`config.mk`:
```
export PLATFORM = sky130hd
export DESIGN_NAME = adder_pipe
export DESIGN_NICKNAME = d
export VERILOG_FILES = /design/src/rtl/adder_pipe_pkg.sv /design/src/rtl/adder_pipe_stage.sv /design/src/rtl/adder_pipe.sv
export SDC_FILE = /design/constraint.sdc
export NUM_CORES = 1
export LEC_CHECK = 0
export CAP_MARGIN = 0
export CORE_MARGIN = 10
export CORE_UTILIZATION = 50
export CTS_CLUSTER_DIAMETER = 150
export DETAILED_ROUTE_END_ITERATION = 10
export PLACE_DENSITY = 0.83
export SYNTH_ARGS = -nofsm -noshare
export SYNTH_HDL_FRONTEND = slang
export SYNTH_SLANG_ARGS = --single-unit
```
`constraint.sdc`:
```
create_clock -name clk -period 7.4 [get_ports clk]
set_clock_uncertainty 0.1 [all_clocks]
set_input_delay 1.48 -clock clk [delete_from_list [all_inputs] [get_ports clk]]
set_output_delay 1.48 -clock clk [all_outputs]
set_load 0.02 [all_outputs]
```
`src/rtl/adder_pipe_pkg.sv`:
```
// Shared definitions for the chunked, pipelined add/subtract unit.
// Holds the operation encoding and helpers that map an op onto B inversion and carry-in.
package adder_pipe_pkg;

  typedef enum logic [1:0] {
    OP_ADD  = 2'b00,
    OP_SUB  = 2'b01,
    OP_ADDC = 2'b10,
    OP_SUBB = 2'b11
  } op_e;

  function automatic logic op_inverts_b(input op_e op);
    return (op == OP_SUB) || (op == OP_SUBB);
  endfunction

  // For subtract ops a carry-in of 1 means "no borrow pending".
  function automatic logic op_carry_in(input op_e op, input logic cin);
    case (op)
      OP_ADD:  return 1'b0;
      OP_SUB:  return 1'b1;
      default: return cin;
    endcase
  endfunction

endpackage

```
`src/rtl/adder_pipe_stage.sv`:
```
// One pipeline stage: resolves CHUNK result bits from the registered carry of the
// previous stage and forwards operands and partial result to the next stage.
module adder_pipe_stage #(
  parameter int WIDTH = 8,
  parameter int CHUNK = 4,
  parameter int IDX   = 0
) (
  input  logic             clk,
  input  logic             rst,
  input  logic             en,
  input  logic             in_valid,
  input  logic [WIDTH-1:0] in_a,
  input  logic [WIDTH-1:0] in_b,
  input  logic [WIDTH-1:0] in_sum,
  input  logic             in_carry,
  output logic             out_valid,
  output logic [WIDTH-1:0] out_a,
  output logic [WIDTH-1:0] out_b,
  output logic [WIDTH-1:0] out_sum,
  output logic             out_carry,
  output logic             out_ovf
);

  localparam int LO  = IDX * CHUNK;
  localparam int MSB = CHUNK - 1;

  logic [CHUNK-1:0] a_c;
  logic [CHUNK-1:0] b_c;
  logic [CHUNK-1:0] s_c;
  logic             c_out;
  logic             c_msb;
  logic [WIDTH-1:0] next_sum;

  always_comb begin
    a_c = in_a[LO +: CHUNK];
    b_c = in_b[LO +: CHUNK];
    {c_out, s_c} = {1'b0, a_c} + {1'b0, b_c} + {{CHUNK{1'b0}}, in_carry};
    // Carry into the chunk MSB recovered from the MSB sum bit, no second adder.
    c_msb = s_c[MSB] ^ a_c[MSB] ^ b_c[MSB];
    next_sum = in_sum;
    next_sum[LO +: CHUNK] = s_c;
  end

  always_ff @(posedge clk) begin
    if (rst) begin
      out_valid <= 1'b0;
      out_a     <= '0;
      out_b     <= '0;
      out_sum   <= '0;
      out_carry <= 1'b0;
      out_ovf   <= 1'b0;
    end else if (en) begin
      out_valid <= in_valid;
      out_a     <= in_a;
      out_b     <= in_b;
      out_sum   <= next_sum;
      out_carry <= c_out;
      out_ovf   <= c_msb ^ c_out;
    end
  end

endmodule

```
`src/rtl/adder_pipe.sv`:
```
// WIDTH-bit add/subtract pipelined in CHUNK-bit slices; latency WIDTH/CHUNK cycles,
// one beat per cycle, whole pipeline stalls together under output backpressure.
module adder_pipe
  import adder_pipe_pkg::*;
#(
  parameter int WIDTH = 8,
  parameter int CHUNK = 4
) (
  input  logic             clk,
  input  logic             rst,
  input  logic             in_valid,
  output logic             in_ready,
  input  logic [WIDTH-1:0] a,
  input  logic [WIDTH-1:0] b,
  input  logic [1:0]       op,
  input  logic             cin,
  output logic             out_valid,
  input  logic             out_ready,
  output logic [WIDTH-1:0] sum,
  output logic             cout,
  output logic             ovf
);

  localparam int NSTAGE = WIDTH / CHUNK;

  // Handshake: a beat transfers on any rising edge where valid && ready are both 1.
  // Producers hold valid and data stable until the transfer; ready never depends on
  // the valid of the same interface, so a pop and a push may occur in one cycle.
  logic             en;
  logic             v_s     [NSTAGE+1];
  logic [WIDTH-1:0] a_s     [NSTAGE+1];
  logic [WIDTH-1:0] b_s     [NSTAGE+1];
  logic [WIDTH-1:0] sum_s   [NSTAGE+1];
  logic             carry_s [NSTAGE+1];
  logic             ovf_s   [NSTAGE];
  op_e              op_in;

  assign en       = !out_valid || out_ready;
  assign in_ready = en;
  assign op_in    = op_e'(op);

  assign v_s[0]     = in_valid;
  assign a_s[0]     = a;
  assign b_s[0]     = op_inverts_b(op_in) ? ~b : b;
  assign sum_s[0]   = '0;
  assign carry_s[0] = op_carry_in(op_in, cin);

  for (genvar k = 0; k < NSTAGE; k++) begin : g_stage
    adder_pipe_stage #(
      .WIDTH (WIDTH),
      .CHUNK (CHUNK),
      .IDX   (k)
    ) u_stage (
      .clk       (clk),
      .rst       (rst),
      .en        (en),
      .in_valid  (v_s[k]),
      .in_a      (a_s[k]),
      .in_b      (b_s[k]),
      .in_sum    (sum_s[k]),
      .in_carry  (carry_s[k]),
      .out_valid (v_s[k+1]),
      .out_a     (a_s[k+1]),
      .out_b     (b_s[k+1]),
      .out_sum   (sum_s[k+1]),
      .out_carry (carry_s[k+1]),
      .out_ovf   (ovf_s[k])
    );
  end

  assign out_valid = v_s[NSTAGE];
  assign sum       = sum_s[NSTAGE];
  assign cout      = carry_s[NSTAGE];
  assign ovf       = ovf_s[NSTAGE-1];

endmodule

```
# Word-level counts from Yosys, hierarchy flattened
# Index checks and enable logic that the tools add are counted.
dict set report word_totals {
  ff_bits 33
  inputBits 23
  output_inout_bits 12
  elab_cells 25
}
dict set report op_classes {
  n_addsub 4
  eq_ne 2
  mux 2
  n_bitwise 4
  n_reduce_logical 4
}
# cell count
set op_table {}
lappend op_table {{4-bit by 4-bit adder with 5-bit output} 2}
lappend op_table {{5-bit by 1-bit adder with 5-bit output} 2}
lappend op_table {{8-bit two-way mux} 1}
lappend op_table {{8-bit inverter} 1}
lappend op_table {{1-bit bitwise XOR} 3}
lappend op_table {{2-bit by 1-bit == test with 1-bit output, second input constant} 1}
lappend op_table {{2-bit == test, second input constant} 1}
lappend op_table {{2-bit zero test} 1}
lappend op_table {{1-bit logical OR} 2}
lappend op_table {{1-bit case mux with 2 select lines} 1}
lappend op_table {{1-bit zero test} 1}

# Logic depth before layout (Yosys ltp)
# Gate-level depths: netlist of run 1.
dict set report depth {
  word_depth 5
  depth_mapped 8
  depth_no_buf 8
}

# Cells and area by module
# From an unflattened synthesis of run 1, not the netlist that was laid out.
dict set report unflattened {
  cells_unflattened 232
  hier_area_um2 2384.8
}
# module instances cells_per_inst area_each_um2 seq_area_each_um2
set by_module_without_submodules {}
lappend by_module_without_submodules {adder_pipe_stage 2 110 1141.1 540.5}
lappend by_module_without_submodules {adder_pipe 1 12 102.6 0.0}

# Worst setup path after synthesis of run 1
# OpenSTA, ideal clock, no wires.
dict set report synth_path {
  path_kind {input to output}
  from {in out_ready}
  to {out in_ready}
  arrival_ps 2010
  required_time_ps 5820
  path_slack_ps 3810
  stages 3
  path_buffers 1
  cell_sequence {nor2b_1 -> inv_1 -> clkbuf_1}
}
dict set report synth_between {
  elab_chain_cells 1
}
# element line_no
set synth_rtl {}
lappend synth_rtl {{from (decl)} adder_pipe.sv:18} ;# input logic out_ready,
lappend synth_rtl {{1-bit logical OR} adder_pipe.sv:38} ;# assign en = !out_valid || out_ready;
lappend synth_rtl {{to (decl)} adder_pipe.sv:12} ;# output logic in_ready,
# No other way between the ends.

# Final worst setup path of run 1
# Ends and elaborated chain as after synthesis.

==> flow_results.xml, run 1 <==
<?xml version="1.0" encoding="UTF-8"?>
<metrics>
  <group name="die">
    <metric name="fp.dieArea" unit="mm²">0.00482</metric>
    <metric name="core_region_area" unit="mm²">0.00228</metric>
    <metric name="die_width" unit="µm">69.4</metric>
    <metric name="initial_core_util" unit="">0.536</metric>
    <metric name="die_y" unit="µm">69.4</metric>
    <metric name="rows" unit="">17</metric>
    <metric name="top_level_ports" unit="">35</metric>
  </group>
  <group name="cells_and_area">
    <metric name="layout.cell_area.non_filler" unit="mm²">0.00159</metric>
    <metric name="final_standard_cell_count_with_taps_included_and_fillers_excluded" unit="">196</metric>
    <metric name="fill_cells" unit="">180</metric>
    <metric name="most_common_cell_after_layout_fill_and_taps_aside" unit="">clkdlybuf4s50_1</metric>
    <metric name="multiInputGateArea" unit="µm²">668</metric>
    <metric name="seq_area" unit="µm²">500</metric>
    <metric name="final_layout_size_suffix_gt1_frac" unit="">0.0417</metric>
    <metric name="fin_nets" unit="">202</metric>
    <metric name="antenna_cells" unit="">0</metric>
    <metric name="mostFrequentLayoutCells" unit="">clkdlybuf4s50_1, nand2_1, dfxtp_1</metric>
    <metric name="layout-area-overhead-vs-synth" unit="%">30.6</metric>
  </group>
  <group name="worst_setup_path">
    <metric name="critPathKind" unit="">primary input to output port</metric>
    <metric name="cp_cell_sequence" unit="">clkdlybuf4s50_1, nor2b_1, buf_4, inv_1, clkdlybuf4s50_1</metric>
    <metric name="cp_num_buf_inv" unit="">4</metric>
    <metric name="path_delay_family" unit="">buffers and inverters</metric>
    <metric name="end_kind" unit="">output port</metric>
    <metric name="worst_path_largest_cell_delay" unit="ns">0.75</metric>
    <metric name="critical_path_required" unit="ns">5.82</metric>
    <metric name="start_kind" unit="">primary input</metric>
    <metric name="cell_seen_most_often_among_critical_path_stages" unit="">clkdlybuf4s50_1</metric>
    <metric name="worst-path-max-fanout" unit="">31</metric>
    <metric name="critical-path-slowest-cell" unit="">clkdlybuf4s50_1</metric>
    <metric name="worstPathArrival" unit="ns">3.58</metric>
  </group>
  <group name="clock_network">
    <metric name="worst_skew_pair.late_latency" unit="ns">0.31</metric>
    <metric name="tritoncts" unit="">built</metric>
    <metric name="tritoncts_num_sinks" unit="">25</metric>
    <metric name="cts.htree.levels" unit="">1</metric>
    <metric name="cts-root-buf" unit="">clkbuf_4</metric>
    <metric name="cts_buffer_depth" unit="">2</metric>
    <metric name="worst_setup_hold_path_clk_slew" unit="ns">0.13</metric>
    <metric name="cts_hold_buffers" unit="">0</metric>
    <metric name="cts_inserted_buffers" unit="">3</metric>
    <metric name="post_cts.repair.setup_buffers" unit="">0</metric>
    <metric name="cts.repair.resized" unit="">0</metric>
  </group>
  <group name="job">
    <metric name="cap_violations" unit="">0</metric>
  </group>
  <group name="place">
    <metric name="dp_worst_slack" unit="ns">2.25</metric>
    <metric name="placed_cells_incl_taps" unit="">192</metric>
    <metric name="placer_congestion_estimate" unit="">0.758</metric>
    <metric name="place_hpwl" unit="µm">2020</metric>
    <metric name="numPortBuffers" unit="">34</metric>
    <metric name="dpl_cell_area" unit="mm²">0.00157</metric>
  </group>
  <group name="route">
    <metric name="post_route_drc_violation_count" unit="">0</metric>
    <metric name="route.vias.total" unit="">985</metric>
    <metric name="wl_per_cell" unit="µm">13.5</metric>
    <metric name="drt-total-wl" unit="µm">2650</metric>
    <metric name="post_drt_via_cell_ratio" unit="">5.03</metric>
    <metric name="drt.antenna.violating_nets" unit="">0</metric>
    <metric name="firstDrtPassIters" unit="">4</metric>
    <metric name="drtIter0Drc" unit="">51</metric>
  </group>
  <group name="global_route">
    <metric name="grt_antenna_before_repair" unit="">0</metric>
    <metric name="global_route_wire_length_before_repair" unit="µm">4410</metric>
    <metric name="grt_start_max_net_pins" unit="">32</metric>
    <metric name="vias_in_the_first_global_route" unit="">1007</metric>
    <metric name="globalRoute.totalOverflow" unit="">0</metric>
    <metric name="grt_util_all_layers" unit="">0.106</metric>
  </group>
  <group name="sta">
    <metric name="max_slew_margin" unit="">0.402</metric>
    <metric name="final-hold-violation-count" unit="">0</metric>
    <metric name="fin_crit" unit="ns">5.16</metric>
    <metric name="slew_viol_final" unit="">0</metric>
    <metric name="postLayoutSetupSlackWorst" unit="ns">2.24</metric>
    <metric name="tightestPinTransition" unit="ns">0.895</metric>
    <metric name="period_share" unit="">0.697</metric>
    <metric name="setup-tns-final" unit="ns">0</metric>
    <metric name="timing.final.setup_violations" unit="">0</metric>
    <metric name="timing.fmax" unit="MHz">194</metric>
    <metric name="unrepaired_setup_endpoints_after_global_routing" unit="">false</metric>
  </group>
  <group name="hold_path">
    <metric name="timing.hold.worst.class" unit="">register to register</metric>
  </group>
  <group name="yosys">
    <metric name="synth_compound_area_frac" unit="">0.154</metric>
    <metric name="synth_cell_types" unit="">20</metric>
    <metric name="ys_ff_latch" unit="">25</metric>
    <metric name="yosys-mux-area-fraction" unit="">0.00923</metric>
    <metric name="synth.net_count" unit="">171</metric>
    <metric name="netlist_area" unit="mm²">0.00122</metric>
    <metric name="synth-seq-area-share" unit="">0.410</metric>
    <metric name="synth-warning-count" unit="">0</metric>
    <metric name="synth-xor-area-share" unit="">0.112</metric>
    <metric name="synth_top_family_by_area" unit="">compound AO/OA/AOI/OAI gates</metric>
    <metric name="fraction_of_the_mapped_netlist_area_in_adder_cells" unit="">0.127</metric>
    <metric name="post_synth_and_or_nand_nor_area_fraction" unit="">0.146</metric>
    <metric name="synthesis.area_per_instance" unit="µm²">8.84</metric>
    <metric name="post_synth_inst_count" unit="">138</metric>
  </group>
  <group name="power_and_ir_drop">
    <metric name="finalPower" unit="W">0.000313</metric>
    <metric name="power.ir.vdd_worst" unit="V">0.000123</metric>
    <metric name="total_leakage_power" unit="nW">0.659</metric>
    <metric name="power.density" unit="mW/mm²">196</metric>
  </group>
  <group name="status">
    <metric name="outcome" unit="">finished, final reports clean</metric>
  </group>
</metrics>
-- state kept, by name, indices dropped and copies added, names as in the netlist --
| name | count |
|---|---|
| g_stage.u_stage.out_sum | 12 |
| g_stage.u_stage.out_a | 4 |
| g_stage.u_stage.out_b | 4 |
| g_stage.u_stage.out_carry | 2 |
| g_stage.u_stage.out_valid | 2 |
| g_stage.u_stage.out_ovf | 1 |
-- area by class of cell --
type	count	share of cell area
inverters	4	0.00943
flip-flops and latches	25	0.314
multi-input cells	100	0.419
well taps	28	0.0220
repair buffers	35	0.218
clock buffers	4	0.0165
-- metal layers --
metal	global-route usage	part of all wire
met3	0.0271	0.058
met2	0.189	0.50
met4	0.0466	0.010
met5	0	0
met1	0.115	0.44
-- cell families after synthesis --
logic type,count (synthesis)
XOR/XNOR,14
buffers and inverters,13
multiplexers,1
flip-flops,25
AO/OA/AOI/OAI,30
AND/OR/NAND/NOR,45
adder cells (fa/ha/maj),10
-- through the flow --
stage	util	hold WS (ns)
6_report	0.700	0.357
5_1_grt	0.700	0.392
4_1_cts	0.700	0.360
3_5_place_dp	0.688	0.342
3_3_place_gp	0.688	0.339
2_1_floorplan	-	0.332
-- report_power, final --
| part | leakage [nW] | switching, W | internal, W | total [W] |
|---|---|---|---|---|
| clock network | 0.0150 | 0.0000389 | 0.0000210 | 0.0000599 |
| logic | 0.437 | 0.0000436 | 0.0000503 | 0.0000939 |
| registers | 0.207 | 0.00000858 | 0.000150 | 0.000159 |
| total | 0.659 | 0.0000911 | 0.000221 | 0.000313 |
-- final timing paths --
| check | startpoint | end | slack [ns] | depth (start not counted) |
|---|---|---|---|---|
| min reg2reg | g_stage[1].u_stage.out_sum[3] | g_stage[1].u_stage.out_sum[3] | 0.36 | 2 |
| min | g_stage[1].u_stage.out_sum[3] | g_stage[1].u_stage.out_sum[3] | 0.36 | 2 |
| max | out_ready | in_ready | 2.24 | 5 |
| max reg2reg | g_stage[0].u_stage.out_a[4] | g_stage[1].u_stage.out_ovf | 5.20 | 8 |
-- synth_stat cells, drive strengths merged --
cell type	number	share of area
inv	4	0.012
nor3	1	0.0041
clkbuf	7	0.022
a211oi	9	0.059
xnor2	8	0.057
xor2	5	0.036
nor2b	2	0.010
fa	4	0.066
nand2	30	0.092
mux2	1	0.0092
a21o	3	0.018
nor2	12	0.039
dfxtp	25	0.41
ha	6	0.062
o21a	1	0.0062
buf	2	0.0082
a21oi	17	0.070
xnor3	1	0.018
-- worst reg2reg max path, delay by kind of cell, from the launching register on --
family          cells  cell delay (ns)
compound gates      2             0.39
fa+ha+maj           2             0.63
flops               1             0.36
simple gates        2             0.14
buf+inv             1             0.08
xor+xnor            1             0.41
Note: power is estimated with default switching activity, not from simulation.
==> inputs of run 2 (changes only) <==
Settings changed: CORE_UTILIZATION 50 to 42, PLACE_DENSITY 0.83 to 0.75.
Clock period 7.4 ns to 4.45 ns, I/O delays scaled along.
==> run 2 against run 1 <==
  * Sequential share of layout area is 0.22 points lower
  * Die area is 13% higher
  * Non-clock buffer count is 1 higher
  * Sequential power is 66% higher
  * Highest routed layer unchanged
  * Critical path type is now primary input to register
  * Utilization is 12 points lower
  * Flip-flop and latch count stayed put
  * Register-to-register slack worse by 3.0 ns
  * Final cell count is 2.0% higher
  * Via count is 0.10% lower
==> flow_results.xml, run 2 (synthesis results as in run 1) <==
<?xml version="1.0" encoding="UTF-8"?>
<metrics>
  <group name="status">
    <metric name="outcome" unit="">finished, final reports clean</metric>
  </group>
  <group name="clock_network">
    <metric name="cts-root-buf" unit="">clkbuf_4</metric>
    <metric name="cts_hold_buffers" unit="">0</metric>
    <metric name="tritoncts" unit="">built</metric>
    <metric name="worst_skew_pair.late_latency" unit="ns">0.30</metric>
    <metric name="cts.htree.levels" unit="">1</metric>
    <metric name="post_cts.repair.setup_buffers" unit="">0</metric>
    <metric name="cts.repair.resized" unit="">0</metric>
    <metric name="cts_inserted_buffers" unit="">3</metric>
    <metric name="worst_setup_hold_path_clk_slew" unit="ns">0.12</metric>
    <metric name="cts_buffer_depth" unit="">2</metric>
    <metric name="tritoncts_num_sinks" unit="">25</metric>
  </group>
  <group name="hold_path">
    <metric name="min_to" unit="">g_stage[1].u_stage.out_sum[6]</metric>
    <metric name="holdCritStartpoint" unit="">g_stage[1].u_stage.out_sum[6]</metric>
    <metric name="min_delay_path_depth" unit="">2</metric>
    <metric name="timing.hold.worst.class" unit="">register to register</metric>
  </group>
  <group name="power_and_ir_drop">
    <metric name="switchingPower" unit="W">0.000147</metric>
    <metric name="power.density" unit="mW/mm²">321</metric>
    <metric name="power.ir.vdd_worst" unit="V">0.000173</metric>
    <metric name="total_leakage_power" unit="nW">0.664</metric>
    <metric name="pwr-share-comb" unit="">0.303</metric>
    <metric name="power_share_of_the_sequential_group" unit="">0.511</metric>
    <metric name="cellInternalPower" unit="W">0.000369</metric>
    <metric name="clockPowerShare" unit="">0.185</metric>
    <metric name="netSwitchingFraction" unit="">0.285</metric>
  </group>
  <group name="worst_setup_path">
    <metric name="reg2reg_depth" unit="">8</metric>
    <metric name="path_delay_family" unit="">adder cells</metric>
    <metric name="end_kind" unit="">register</metric>
    <metric name="worst-path-max-fanout" unit="">9</metric>
    <metric name="cell_seen_most_often_among_critical_path_stages" unit="">fa_1</metric>
    <metric name="worstReg2RegStart" unit="">g_stage[0].u_stage.out_a[4]</metric>
    <metric name="worst_path_largest_cell_delay" unit="ns">0.63</metric>
    <metric name="cp_cell_sequence" unit="">clkdlybuf4s50_1, mux2_2, fa_1, fa_1, a21o_1, a211oi_1, nor3_1</metric>
    <metric name="rr_endpoint" unit="">g_stage[1].u_stage.out_ovf</metric>
    <metric name="cp_num_buf_inv" unit="">1</metric>
    <metric name="ff2ff_setup_slack" unit="ns">2.22</metric>
    <metric name="worstPathArrival" unit="ns">3.24</metric>
    <metric name="cp.depth" unit="">7</metric>
    <metric name="critPathKind" unit="">primary input to register</metric>
    <metric name="critical-path-slowest-cell" unit="">clkdlybuf4s50_1</metric>
    <metric name="start_kind" unit="">primary input</metric>
    <metric name="critical_path_required" unit="ns">4.51</metric>
  </group>
  <group name="route">
    <metric name="post_route_drc_violation_count" unit="">0</metric>
    <metric name="post_drt_via_cell_ratio" unit="">4.92</metric>
    <metric name="drtIter0Drc" unit="">38</metric>
    <metric name="firstDrtPassIters" unit="">4</metric>
    <metric name="route.vias.total" unit="">984</metric>
    <metric name="drt-total-wl" unit="µm">2700</metric>
    <metric name="drt.antenna.violating_nets" unit="">0</metric>
    <metric name="wl_per_cell" unit="µm">13.5</metric>
  </group>
  <group name="cells_and_area">
    <metric name="most_common_cell_after_layout_fill_and_taps_aside" unit="">clkdlybuf4s50_1</metric>
    <metric name="final_layout_size_suffix_gt1_frac" unit="">0.0473</metric>
    <metric name="registers.top_by_ff_count" unit="">g_stage.u_stage.out_sum</metric>
    <metric name="multiInputGateArea" unit="µm²">668</metric>
    <metric name="largest_register_ff_count" unit="">12</metric>
    <metric name="final_standard_cell_count_with_taps_included_and_fillers_excluded" unit="">200</metric>
    <metric name="fin_nets" unit="">203</metric>
    <metric name="seq_area" unit="µm²">500</metric>
    <metric name="mostFrequentLayoutCells" unit="">clkdlybuf4s50_1, nand2_1, dfxtp_1</metric>
    <metric name="layout-area-overhead-vs-synth" unit="%">31.5</metric>
    <metric name="antenna_cells" unit="">0</metric>
    <metric name="biggest_registers_after_layout" unit="">g_stage.u_stage.out_sum x12, g_stage.u_stage.out_a x4, g_stage.u_stage.out_b x4</metric>
    <metric name="fill_cells" unit="">256</metric>
  </group>
  <group name="sta">
    <metric name="final-hold-violation-count" unit="">0</metric>
    <metric name="timing.final.setup_violations" unit="">0</metric>
    <metric name="slew_viol_final" unit="">0</metric>
    <metric name="fin_crit" unit="ns">3.18</metric>
    <metric name="tightestPinTransition" unit="ns">0.930</metric>
    <metric name="timing.fmax" unit="MHz">315</metric>
    <metric name="max_slew_margin" unit="">0.378</metric>
    <metric name="period_share" unit="">0.715</metric>
    <metric name="setup-tns-final" unit="ns">0</metric>
    <metric name="unrepaired_setup_endpoints_after_global_routing" unit="">false</metric>
  </group>
  <group name="die">
    <metric name="initial_core_util" unit="">0.442</metric>
    <metric name="rows" unit="">19</metric>
    <metric name="fp.dieArea" unit="mm²">0.00546</metric>
    <metric name="die_y" unit="µm">73.9</metric>
    <metric name="core_region_area" unit="mm²">0.00276</metric>
    <metric name="die_width" unit="µm">73.9</metric>
    <metric name="top_level_ports" unit="">35</metric>
  </group>
  <group name="job">
    <metric name="cap_violations" unit="">0</metric>
  </group>
  <group name="place">
    <metric name="place_hpwl" unit="µm">2170</metric>
    <metric name="placed_cells_incl_taps" unit="">196</metric>
    <metric name="numPortBuffers" unit="">34</metric>
    <metric name="placer_congestion_estimate" unit="">0.857</metric>
  </group>
  <group name="global_route">
    <metric name="grt_start_max_net_pins" unit="">31</metric>
    <metric name="grt_antenna_before_repair" unit="">0</metric>
    <metric name="vias_in_the_first_global_route" unit="">926</metric>
    <metric name="globalRoute.totalOverflow" unit="">0</metric>
    <metric name="grt_util_all_layers" unit="">0.0948</metric>
    <metric name="global_route_wire_length_before_repair" unit="µm">4240</metric>
  </group>
</metrics>
run 2: cell types whose count changed in the layout (fill, tap and decap cells not counted):
cell	delta
buf_4	+1
run 2: how the worst max path moves through the flow:
stage,startpoint,slack [ns],end
after floorplan,op[0],1.63,g_stage[0].u_stage.out_carry
after global placement,op[0],1.02,g_stage[0].u_stage.out_carry
after detailed placement,op[0],0.92,g_stage[0].u_stage.out_carry
after CTS,op[0],1.26,g_stage[0].u_stage.out_carry
after global routing,op[0],1.16,g_stage[0].u_stage.out_carry
final,op[0],1.27,g_stage[0].u_stage.out_carry
run 2: per-stage QoR:
step	setup slack [ns]	instance area (µm²)	utilization	total power [W]	hold WS (ns)
after floorplan	1.63	1220	-	0.000364	0.332
after global placement	1.02	1580	0.572	0.000420	0.339
after detailed placement	0.919	1580	0.572	0.000427	0.344
after CTS	1.26	1600	0.582	0.000524	0.362
after global routing	1.16	1600	0.582	0.000547	0.381
final	1.27	1600	0.582	0.000516	0.360
run 2: per-layer routing:
metal / global-route usage / routed length, µm / vias up
met2: 0.164 / 1280 / 29
met4: 0.0311 / 29 / 0
met3: 0.0242 / 181 / 2
met1: 0.110 / 1200 / 441
met5: 0 / 0 / -
li1: - / - / 512
run 2: power groups by stage:
stage / registers, W / logic (W) / clock network, W
3_5_place_dp: 0.000269 / 0.000158 / 0
2_1_floorplan: 0.000282 / 0.0000821 / 0
3_3_place_gp: 0.000267 / 0.000152 / 0
5_1_grt: 0.000267 / 0.000173 / 0.000107
6_report: 0.000264 / 0.000156 / 0.0000955
4_1_cts: 0.000264 / 0.000159 / 0.000101
run 2: final cells by class:
cell class / count / share of cell area
multi-input cells: 100 / 0.417
flip-flops and latches: 25 / 0.312
repair buffers: 36 / 0.222
well taps: 31 / 0.0242
clock buffers: 4 / 0.0164
inverters: 4 / 0.00936
run 2: worst min-delay path, stage by stage (launching register included):
cell     delay [ns]
dfxtp_1        0.33
nand2_1        0.05
a21oi_1        0.05
